--- src/rtl/norm_frame_sched.sv ---
// norm_frame_sched: per-frame crop -> normalize sequencer with frame-max tracking,
// timeout supervision and pixel-count checking. Macro NORM_FRAME_SCHED_AUTORUN_EN adds auto_run.
//   state   | meaning
//   S_IDLE  | waiting for frame_start
//   S_ARM   | waiting for both cores ready, then one joint start pulse
//   S_CROP  | tracking pixel max/count until cf_ap_done
//   S_NORM  | denominator frozen, waiting for nr_ap_done
//   S_DONE  | one-cycle frame completion
//   S_ERROR | timeout; held until err_clear
module norm_frame_sched #(
  parameter int OUT_ROWS       = 10,
  parameter int OUT_COLS       = 10,
  parameter int TIMEOUT_CYCLES = 1000000
) (
  input  logic        clk,
  input  logic        srst,
  input  logic        frame_start,
  input  logic        err_clear,
`ifdef NORM_FRAME_SCHED_AUTORUN_EN
  input  logic        auto_run,
`endif
  input  logic        cf_ap_ready,
  output logic        cf_ap_start,
  input  logic        cf_ap_done,
  input  logic        nr_ap_ready,
  output logic        nr_ap_start,
  input  logic        nr_ap_done,
  output logic        seq_ap_idle,
  input  logic        mon_tvalid,
  input  logic        mon_tready,
  input  logic [7:0]  mon_tdata,
  output logic [7:0]  norm_denominator,
  output logic        busy,
  output logic        frame_done,
  output logic [15:0] frame_count,
  output logic        timeout_err,
  output logic        count_err
);

  localparam int PIX_TOTAL = OUT_ROWS * OUT_COLS;
  localparam int PW = $clog2(PIX_TOTAL + 1);
  localparam logic [PW-1:0] PIX_EXP = PW'(PIX_TOTAL);
  localparam logic [PW-1:0] PIX_SAT = '1;
  localparam int TW = (TIMEOUT_CYCLES > 1) ? $clog2(TIMEOUT_CYCLES) : 1;
  localparam logic [TW-1:0] TMR_LOAD = TW'((TIMEOUT_CYCLES > 0) ? TIMEOUT_CYCLES - 1 : 0);
  localparam bit TMR_EN = (TIMEOUT_CYCLES != 0);

  typedef enum logic [2:0] {
    S_IDLE  = 3'd0,
    S_ARM   = 3'd1,
    S_CROP  = 3'd2,
    S_NORM  = 3'd3,
    S_DONE  = 3'd4,
    S_ERROR = 3'd5
  } state_t;

  state_t          state_q;
  state_t          state_d;
  logic [7:0]      max_acc;
  logic [7:0]      max_next;
  logic [PW-1:0]   pix_cnt;
  logic [PW-1:0]   pix_next;
  logic [TW-1:0]   timer;
  logic            beat;
  logic            tmr_tc;
  logic            starts_ok;
  logic            rerun;

  assign beat      = mon_tvalid && mon_tready;
  assign starts_ok = cf_ap_ready && nr_ap_ready;
  // Down-counter loaded on CROP/NORM entry; terminal count ends the allowed window.
  assign tmr_tc    = TMR_EN && (timer == '0);
  assign max_next  = (beat && (mon_tdata > max_acc)) ? mon_tdata : max_acc;
  assign pix_next  = (beat && (pix_cnt != PIX_SAT)) ? pix_cnt + PW'(1) : pix_cnt;

`ifdef NORM_FRAME_SCHED_AUTORUN_EN
  assign rerun = auto_run;
`else
  assign rerun = 1'b0;
`endif

  always_ff @(posedge clk or posedge srst) begin
    if (srst) begin
      state_q <= S_IDLE;
    end else begin
      state_q <= state_d;
    end
  end

  always_comb begin
    state_d     = state_q;
    cf_ap_start = 1'b0;
    nr_ap_start = 1'b0;
    seq_ap_idle = 1'b0;
    busy        = 1'b1;
    frame_done  = 1'b0;
    case (state_q)
      S_IDLE: begin
        seq_ap_idle = 1'b1;
        busy        = 1'b0;
        if (frame_start) state_d = S_ARM;
      end
      S_ARM: begin
        seq_ap_idle = 1'b1;
        // Both starts together: the normalizer drops ready on its start, so it
        // must be armed before the crop filter can finish.
        if (starts_ok) begin
          cf_ap_start = 1'b1;
          nr_ap_start = 1'b1;
          state_d     = S_CROP;
        end
      end
      S_CROP: begin
        if (cf_ap_done)  state_d = S_NORM;
        else if (tmr_tc) state_d = S_ERROR;
      end
      S_NORM: begin
        if (nr_ap_done)  state_d = S_DONE;
        else if (tmr_tc) state_d = S_ERROR;
      end
      S_DONE: begin
        frame_done = 1'b1;
        state_d    = rerun ? S_ARM : S_IDLE;
      end
      S_ERROR: begin
        if (err_clear) state_d = S_IDLE;
      end
      default: state_d = S_IDLE;
    endcase
  end

  always_ff @(posedge clk or posedge srst) begin
    if (srst) begin
      max_acc          <= '0;
      pix_cnt          <= '0;
      timer            <= '0;
      norm_denominator <= 8'd1;
      frame_count      <= '0;
      timeout_err      <= 1'b0;
      count_err        <= 1'b0;
    end else begin
      case (state_q)
        S_ARM: begin
          if (starts_ok) begin
            max_acc <= '0;
            pix_cnt <= '0;
            timer   <= TMR_LOAD;
          end
        end
        S_CROP: begin
          max_acc <= max_next;
          pix_cnt <= pix_next;
          if (cf_ap_done) begin
            norm_denominator <= (max_next == 8'd0) ? 8'd1 : max_next;
            if (pix_next != PIX_EXP) count_err <= 1'b1;
            timer <= TMR_LOAD;
          end else if (tmr_tc) begin
            timeout_err <= 1'b1;
          end else if (timer != '0) begin
            timer <= timer - TW'(1);
          end
        end
        S_NORM: begin
          if (!nr_ap_done) begin
            if (tmr_tc)             timeout_err <= 1'b1;
            else if (timer != '0)   timer <= timer - TW'(1);
          end
        end
        S_DONE: begin
          frame_count <= frame_count + 16'd1;
        end
        S_ERROR: begin
          if (err_clear) begin
            timeout_err <= 1'b0;
            count_err   <= 1'b0;
          end
        end
        default: ;
      endcase
    end
  end

endmodule

--- config.mk ---
export PLATFORM = sky130hd
export DESIGN_NAME = norm_frame_sched
export DESIGN_NICKNAME = d
export VERILOG_FILES = /design/src/rtl/norm_frame_sched.sv
export SDC_FILE = /design/constraint.sdc
export NUM_CORES = 1
export LEC_CHECK = 0
export CAP_MARGIN = 40
export CORE_MARGIN = 10
export CORE_UTILIZATION = 35
export CTS_CLUSTER_SIZE = 12
export DETAILED_ROUTE_END_ITERATION = 10
export PLACE_DENSITY = 0.53
export SYNTH_ARGS = -nofsm -noshare
export SYNTH_HDL_FRONTEND = slang
export SYNTH_SLANG_ARGS = --single-unit
--- constraint.sdc ---
create_clock -name clk -period 4.9 [get_ports clk]
set_input_delay 1.47 -clock clk [delete_from_list [all_inputs] [get_ports clk]]
set_output_delay 1.47 -clock clk [all_outputs]
set_load 0.05 [all_outputs]
# Yosys cells after proc, flatten, opt, wreduce, memory -nomap -nowiden
# Cells that the tools add are included.
# classes
addsub,3
n_lt_le_gt_ge,1
eq_ne,14
mux,33
n_reduce_logical,19
# ops
cell,n
20-bit 2-to-1 mux,5
20-bit case mux with 3 select lines,1
8-bit 2-to-1 mux,3
20-bit zero test,1
20-bit nonzero test,1
"20-bit by 1-bit subtractor with 20-bit output, second input constant",1
3-bit 2-to-1 mux,6
"16-bit by 1-bit adder with 16-bit output, second input constant",1
8-bit case mux with 2 select lines,1
3-bit case mux with 5 select lines,1
7-bit 2-to-1 mux,2
"2-bit inequality test, second input constant",7
"7-bit inequality test, second input constant",2
7-bit case mux with 2 select lines,1
1-bit 2-to-1 mux,11
8-bit > comparator,1
8-bit zero test,1
4-bit AND reduction,2
"7-bit by 1-bit adder with 7-bit output, second input constant",1
"3-bit by 2-bit equality test with 1-bit output, second input constant",2
"3-bit equality test, second input constant",2
3-bit AND reduction,2
3-bit nonzero test,2
1-bit logical AND,4
7 further kinds,9
# totals
regBits,64
in_bits,18
out_inout_bits,31
word_cells,78

# Longest topological paths before layout
# Gate-level depths: netlist (run 1).
# logic_depth
word_depth,7
ltp_mapped,8
depth_no_buf,7

# Worst setup path before layout (run 1)
# No wires, ideal clock.
# synth_timing
path_kind,input port to output port
from,input port cf_ap_ready
to,output port nr_ap_start
arrival_time_ns,2.299
required_time_ns,3.430
setup_slack_ns,1.131
cell_stages,2
n_path_buf,1
cell_sequence,and4_1 -> buf_4
# synth_via
elab_chain_len,3
# synth_lines
item,line_no,source
from (decl),22,"input logic cf_ap_ready,"
1-bit logical AND,70,assign starts_ok = cf_ap_ready && nr_ap_ready;
1-bit 2-to-1 mux,107,if (starts_ok) begin
1-bit 2-to-1 mux,97,case (state_q)
to (decl),26,"output logic nr_ap_start,"
# No other way between the ends.

# Worst setup path in the final report (run 1)
# layout_timing
from,input port nr_ap_ready
to,output port nr_ap_start
# layout_via
elab_chain_len,3
# layout_lines
item,line_no,source
from (decl),25,"input logic nr_ap_ready,"
1-bit logical AND,70,
1-bit 2-to-1 mux,107,
1-bit 2-to-1 mux,97,
# No other way between the ends.

==> results.cfg, run 1 <==
[floorplan]
die_area_um2 = 14700
die_h_um = 121
die_x_um = 121
io_pins = 49
coreArea_um2 = 9860
core.rowCount = 36
start_util_pct = 36.4

[sta]
relSlewSlack_pct = 52.1
tightest_slew_ns = 0.715
worst_slack_ns = 0.899
min_period_ns = 4.00
setup_viol = 0
fin_skew_ns = 0.0105
finalHoldViolCount = 0
finalSetupTns_ns = 0
slew_viol_final = 0
fmax_mhz = 250
period_share_pct = 81.7
rsz0062_at_grt = false

[power_and_ir_drop]
peakVddDrop_mv = 0.200
power_frac_seq_pct = 35.5
p_sw_share_pct = 42.9
intPower_uw = 1170
powerDensity_nw_per_um2 = 463
p_comb_share_pct = 41.4
p_sw_uw = 881
clock_power_share_pct = 23.1
p_leak_uw = 0.00177

[worst_setup_path]
rrSetupSlack_ns = 2.63
criticalPathCategory = primary input to primary output
crit_chain = clkdlybuf4s50_1, and4_1, buf_4
reg2reg_depth = 6
slowest_stage = clkdlybuf4s50_1
cp_top_family = buffers and inverters
r2r_start = max_acc[5]
r2r_end = norm_denominator[0]
cpPeakStageDelay_ns = 0.52
crit_buf_inv = 2
cp_data_arrival_time_ns = 2.53
cp-end-kind = primary output
cp_max_fo = 4
required_ns = 3.43
cp-start-kind = primary input
startpoint = nr_ap_ready

[layout]
area_growth_pct = 23.8
fin_nets = 452
layout-drive-gt1-share_pct = 10.5
fin_area_um2 = 4440
n_fill_cell = 924
antenna_cells = 0

[clocking]
ctsHoldBuffers = 0
root_buffer = clkbuf_8
numCtsBuffers = 9
cts_resized = 0
path_clk_slew_ns = 0.07
cts_tree = built
cts.sinks = 64
cts_setup_buffers = 0
cts_max_level = 3
cts_max_path_buffers = 2
insertion_delay_ns = 0.34

[min_path]
hold_end = frame_count[15]
min_path_type = flop to flop
hold_depth = 1
hold_start = frame_count[15]

[synthesis]
ys_warn_count = 0
synth_area_um2 = 3590
ys_types = 64
synth_top_area_share_pct = 43.9
synth_seq_cells = 64
ys.flop_type = dfrtp_1
synth_most_common_cell = dfrtp_1
synth_common_cells = 63 x dfrtp_1, 33 x nand2_1, 23 x nand3_1
seq_area_frac_synth_pct = 44.6
synth_area_per_cell_um2 = 9.68
synth_nets = 401
synth_cells = 371
synthTopCellsByArea = dfrtp_1 44%, ha_1 4.2%, nand2_1 3.5%
synth_edf_count = 0
synthArstFlopShare_pct = 100
yosys.area.top_type = dfrtp_1

[placed_design]
globalplace.congestion = 0.820
dpl_cell_area_um2 = 4240
dpl.hpwl_um = 6650
post-place-ws_ns = 0.892
port_buffers = 48

[global_route]
track_usage_pct = 12.8
grt_pass1_vias = 2984
grt_pass1_wl_um = 15200
overflow = 0
antenna_found_initial = 0
grt_start_max_net_pins = 31

[detailed_routing]
wire_per_inst_um = 16.4
dr.pass1.iters = 4
vias = 3091
avgViaCountPerCell = 5.52
wl_um = 9190
drc = 0
drt_iter0_drc = 209
ant_nets = 0

[run]
maxCapViolCount = 0

[run_status]
outcome = completed
-- worst register-to-register path: cells and delay by family (launching register included) --
kind	cells	cell delay (ns)
simple gates	2	0.59
fa+ha+maj	1	0.29
compound gates	2	0.80
buf+inv	1	0.08
flops	1	0.38
-- worst max-delay path by stage --
stage,endpoint,slack (ns),cells after the start
2_1_floorplan,nr_ap_start,1.13,2
3_3_place_gp,nr_ap_start,0.90,3
3_5_place_dp,nr_ap_start,0.89,3
4_1_cts,nr_ap_start,0.88,3
5_1_grt,nr_ap_start,0.82,3
6_report,nr_ap_start,0.90,3
-- cells in the final DEF (no fill, tap or decap), drive strengths merged, types with 7 or more instances in the layout --
| master | instances |
|---|---|
| dfrtp | 63 |
| nand4 | 11 |
| o21ai | 17 |
| buf | 10 |
| a21oi | 16 |
| xnor2 | 14 |
| ha | 12 |
| clkdlybuf4s50 | 46 |
| a32o | 8 |
| a31oi | 7 |
| nand3 | 23 |
| clkbuf | 10 |
| nor4 | 7 |
| nor2 | 19 |
| o2111ai | 7 |
| inv | 14 |
| nand2 | 33 |
| or3 | 11 |
| or4 | 10 |
-- registers in the layout, summed over array words and instances (netlist names) --
register	flops
count_err	1
frame_count	16
max_acc	8
norm_denominator	8
pix_cnt	7
state_q	3
timeout_err	1
timer	20
-- stage by stage --
stage	util [%]	power [uW]	std cells	hold WS (ns)
floorplan	-	1310	371	0.457
global placement	42.7	1580	543	0.463
detailed placement	42.9	1600	544	0.469
CTS	45.0	2080	560	0.481
global route	45.0	2200	560	0.493
finish	45.0	2060	560	0.474
-- per-layer routing --
metal / share of wire (%) / wire length, um / GRT usage [%]
met3: 6.1 / 561 / 3.12
met5: 0 / 0 / 0
met4: 0.74 / 68 / 4.77
met2: 44 / 4060 / 18.4
met1: 49 / 4500 / 18.0
-- final cells by class --
type	instances	area, um^2	share of cell area, %
Multi-Input combinational cell	276	1860	41.9
Clock buffer	10	138	3.10
Sequential cell	64	1600	36.1
Tap cell	133	166	3.75
Inverter	15	56.3	1.27
Timing Repair Buffer	56	548	12.3
Clock inverter	6	68.8	1.55
-- power groups by stage --
| stage | Combinational [uW] | Clock (uW) | Sequential [uW] |
|---|---|---|---|
| 2_1_floorplan | 460 | 0 | 854 |
| 3_3_place_gp | 846 | 0 | 738 |
| 3_5_place_dp | 857 | 0 | 741 |
| 4_1_cts | 860 | 492 | 731 |
| 5_1_grt | 930 | 515 | 752 |
| 6_report | 850 | 476 | 730 |
-- kinds of logic after synthesis --
family / Yosys count / share of synthesized area [%]
fa+ha+maj: 12 / 4.18
flops: 64 / 44.6
simple gates: 154 / 24.5
buf+inv: 31 / 3.59
mux: 4 / 1.19
compound gates: 86 / 17.0
xor+xnor: 20 / 4.88
Note: power is estimated with default switching activity, not from simulation.
==> run 2, diff against run 1 <==
Clock period 4.9 ns to 4.1 ns, I/O delays scaled along.
==> run 2 against run 1 <==
Net effect:
- worst setup slack lost 0.36 ns
- die area is the same
- first-iteration DRC count shrank 5.7%
- critical endpoint unchanged
==> results.cfg, run 2 (synthesis results as in run 1) <==
[run_status]
outcome = completed

[min_path]
hold_start = frame_count[15]
min_path_type = flop to flop

[clocking]
cts_setup_buffers = 0
numCtsBuffers = 9
cts_tree = built
cts_max_level = 3
insertion_delay_ns = 0.34
cts_max_path_buffers = 2
root_buffer = clkbuf_8
cts.sinks = 64
path_clk_slew_ns = 0.07
ctsHoldBuffers = 0
cts_resized = 0

[floorplan]
start_util_pct = 36.4
die_x_um = 121
core.rowCount = 36
coreArea_um2 = 9860
die_area_um2 = 14700
io_pins = 49
die_h_um = 121

[layout]
final_common_cell = dfrtp_1
area_growth_pct = 24.6
layout-drive-gt1-share_pct = 11.0
largest_reg_flops = 20
fin_nets = 454
n_fill_cell = 935
largest_register = timer
antenna_cells = 0
layout_common_cells = 63 x dfrtp_1, 46 x clkdlybuf4s50_1, 33 x nand2_1
top_regs = timer: 20 flops, frame_count: 16 flops

[sta]
slew_viol_final = 0
finalHoldViolCount = 0
min_period_ns = 3.56
fmax_mhz = 281
rsz0062_at_grt = false
relSlewSlack_pct = 50.5
setup_viol = 0
period_share_pct = 86.8
finalSetupTns_ns = 0
fin_skew_ns = 0.0114
tightest_slew_ns = 0.739
worst_slack_ns = 0.539

[run]
maxCapViolCount = 0

[detailed_routing]
dr.pass1.iters = 5
wl_um = 9030
avgViaCountPerCell = 5.39
wire_per_inst_um = 16.1
vias = 3030
drt_iter0_drc = 197
drc = 0
ant_nets = 0

[worst_setup_path]
cp_max_fo = 4
cp_data_arrival_time_ns = 2.33
cp-start-kind = primary input
r2r_start = state_q[1]
criticalPathCategory = primary input to primary output
cp-end-kind = primary output
startpoint = cf_ap_ready
required_ns = 2.87

[global_route]
track_usage_pct = 12.7
grt_pass1_vias = 2985
overflow = 0
antenna_found_initial = 0
grt_pass1_wl_um = 15400
grt_start_max_net_pins = 37

[placed_design]
dpl.hpwl_um = 6600
port_buffers = 48
globalplace.congestion = 0.787
post-place-ws_ns = 0.540

[power_and_ir_drop]
peakVddDrop_mv = 0.263
powerDensity_nw_per_um2 = 547
p_leak_uw = 0.00179
## run 2: path summary, 6_finish.rpt
kind                                            end  slack (ns)  depth (start not counted)
max in group asynchronous       norm_denominator[0]        2.12                          3
worst max register to register            timer[11]        1.70                          6
min in group asynchronous            frame_count[4]        1.28                          2
worst max-delay path                    nr_ap_start        0.54                          3
worst min-delay path                frame_count[15]        0.48                          1
worst min register to register      frame_count[15]        0.48                          1
## run 2: critical path, stage by stage
cell             delay [ns]
clkdlybuf4s50_1        0.51
and4_1                 0.40
buf_12                 0.18
## run 2: per-stage QoR
stage	total power (uW)	instances	hold slack [ns]	cell area (um^2)	util, %
final	2450	562	0.481	4470	45.3
after global routing	2610	562	0.486	4470	45.3
after CTS	2480	562	0.485	4470	45.3
after detailed placement	1920	546	0.471	4280	43.4
after global placement	1910	546	0.466	4280	43.4
after floorplan	1570	371	0.457	3590	-
## run 2: layer usage
| metal | vias up | routed length [um] | global-route usage [%] |
|---|---|---|---|
| met2 | 53 | 3850 | 18.3 |
| met5 | - | 0 | 0 |
| met4 | 0 | 86 | 3.35 |
| met1 | 1464 | 4640 | 18.1 |
| li1 | 1508 | - | - |
| met3 | 5 | 447 | 3.58 |
## run 2: where the power goes
part           leakage (uW)  internal (uW)  switching (uW)
clock network     0.0000952            280             262
registers          0.000816            745             106
logic              0.000875            378             677
total               0.00179           1400            1050
## run 2: final cells by class
| cell class | instances | area [um^2] | share of cell area (%) |
|---|---|---|---|
| multi-input cells | 276 | 1860 | 41.7 |
| flip-flops and latches | 64 | 1600 | 35.8 |
| repair buffers | 58 | 588 | 13.1 |
| well taps | 133 | 166 | 3.72 |
| clock buffers | 9 | 124 | 2.77 |
| clock inverters | 7 | 72.6 | 1.62 |
| inverters | 15 | 56.3 | 1.26 |
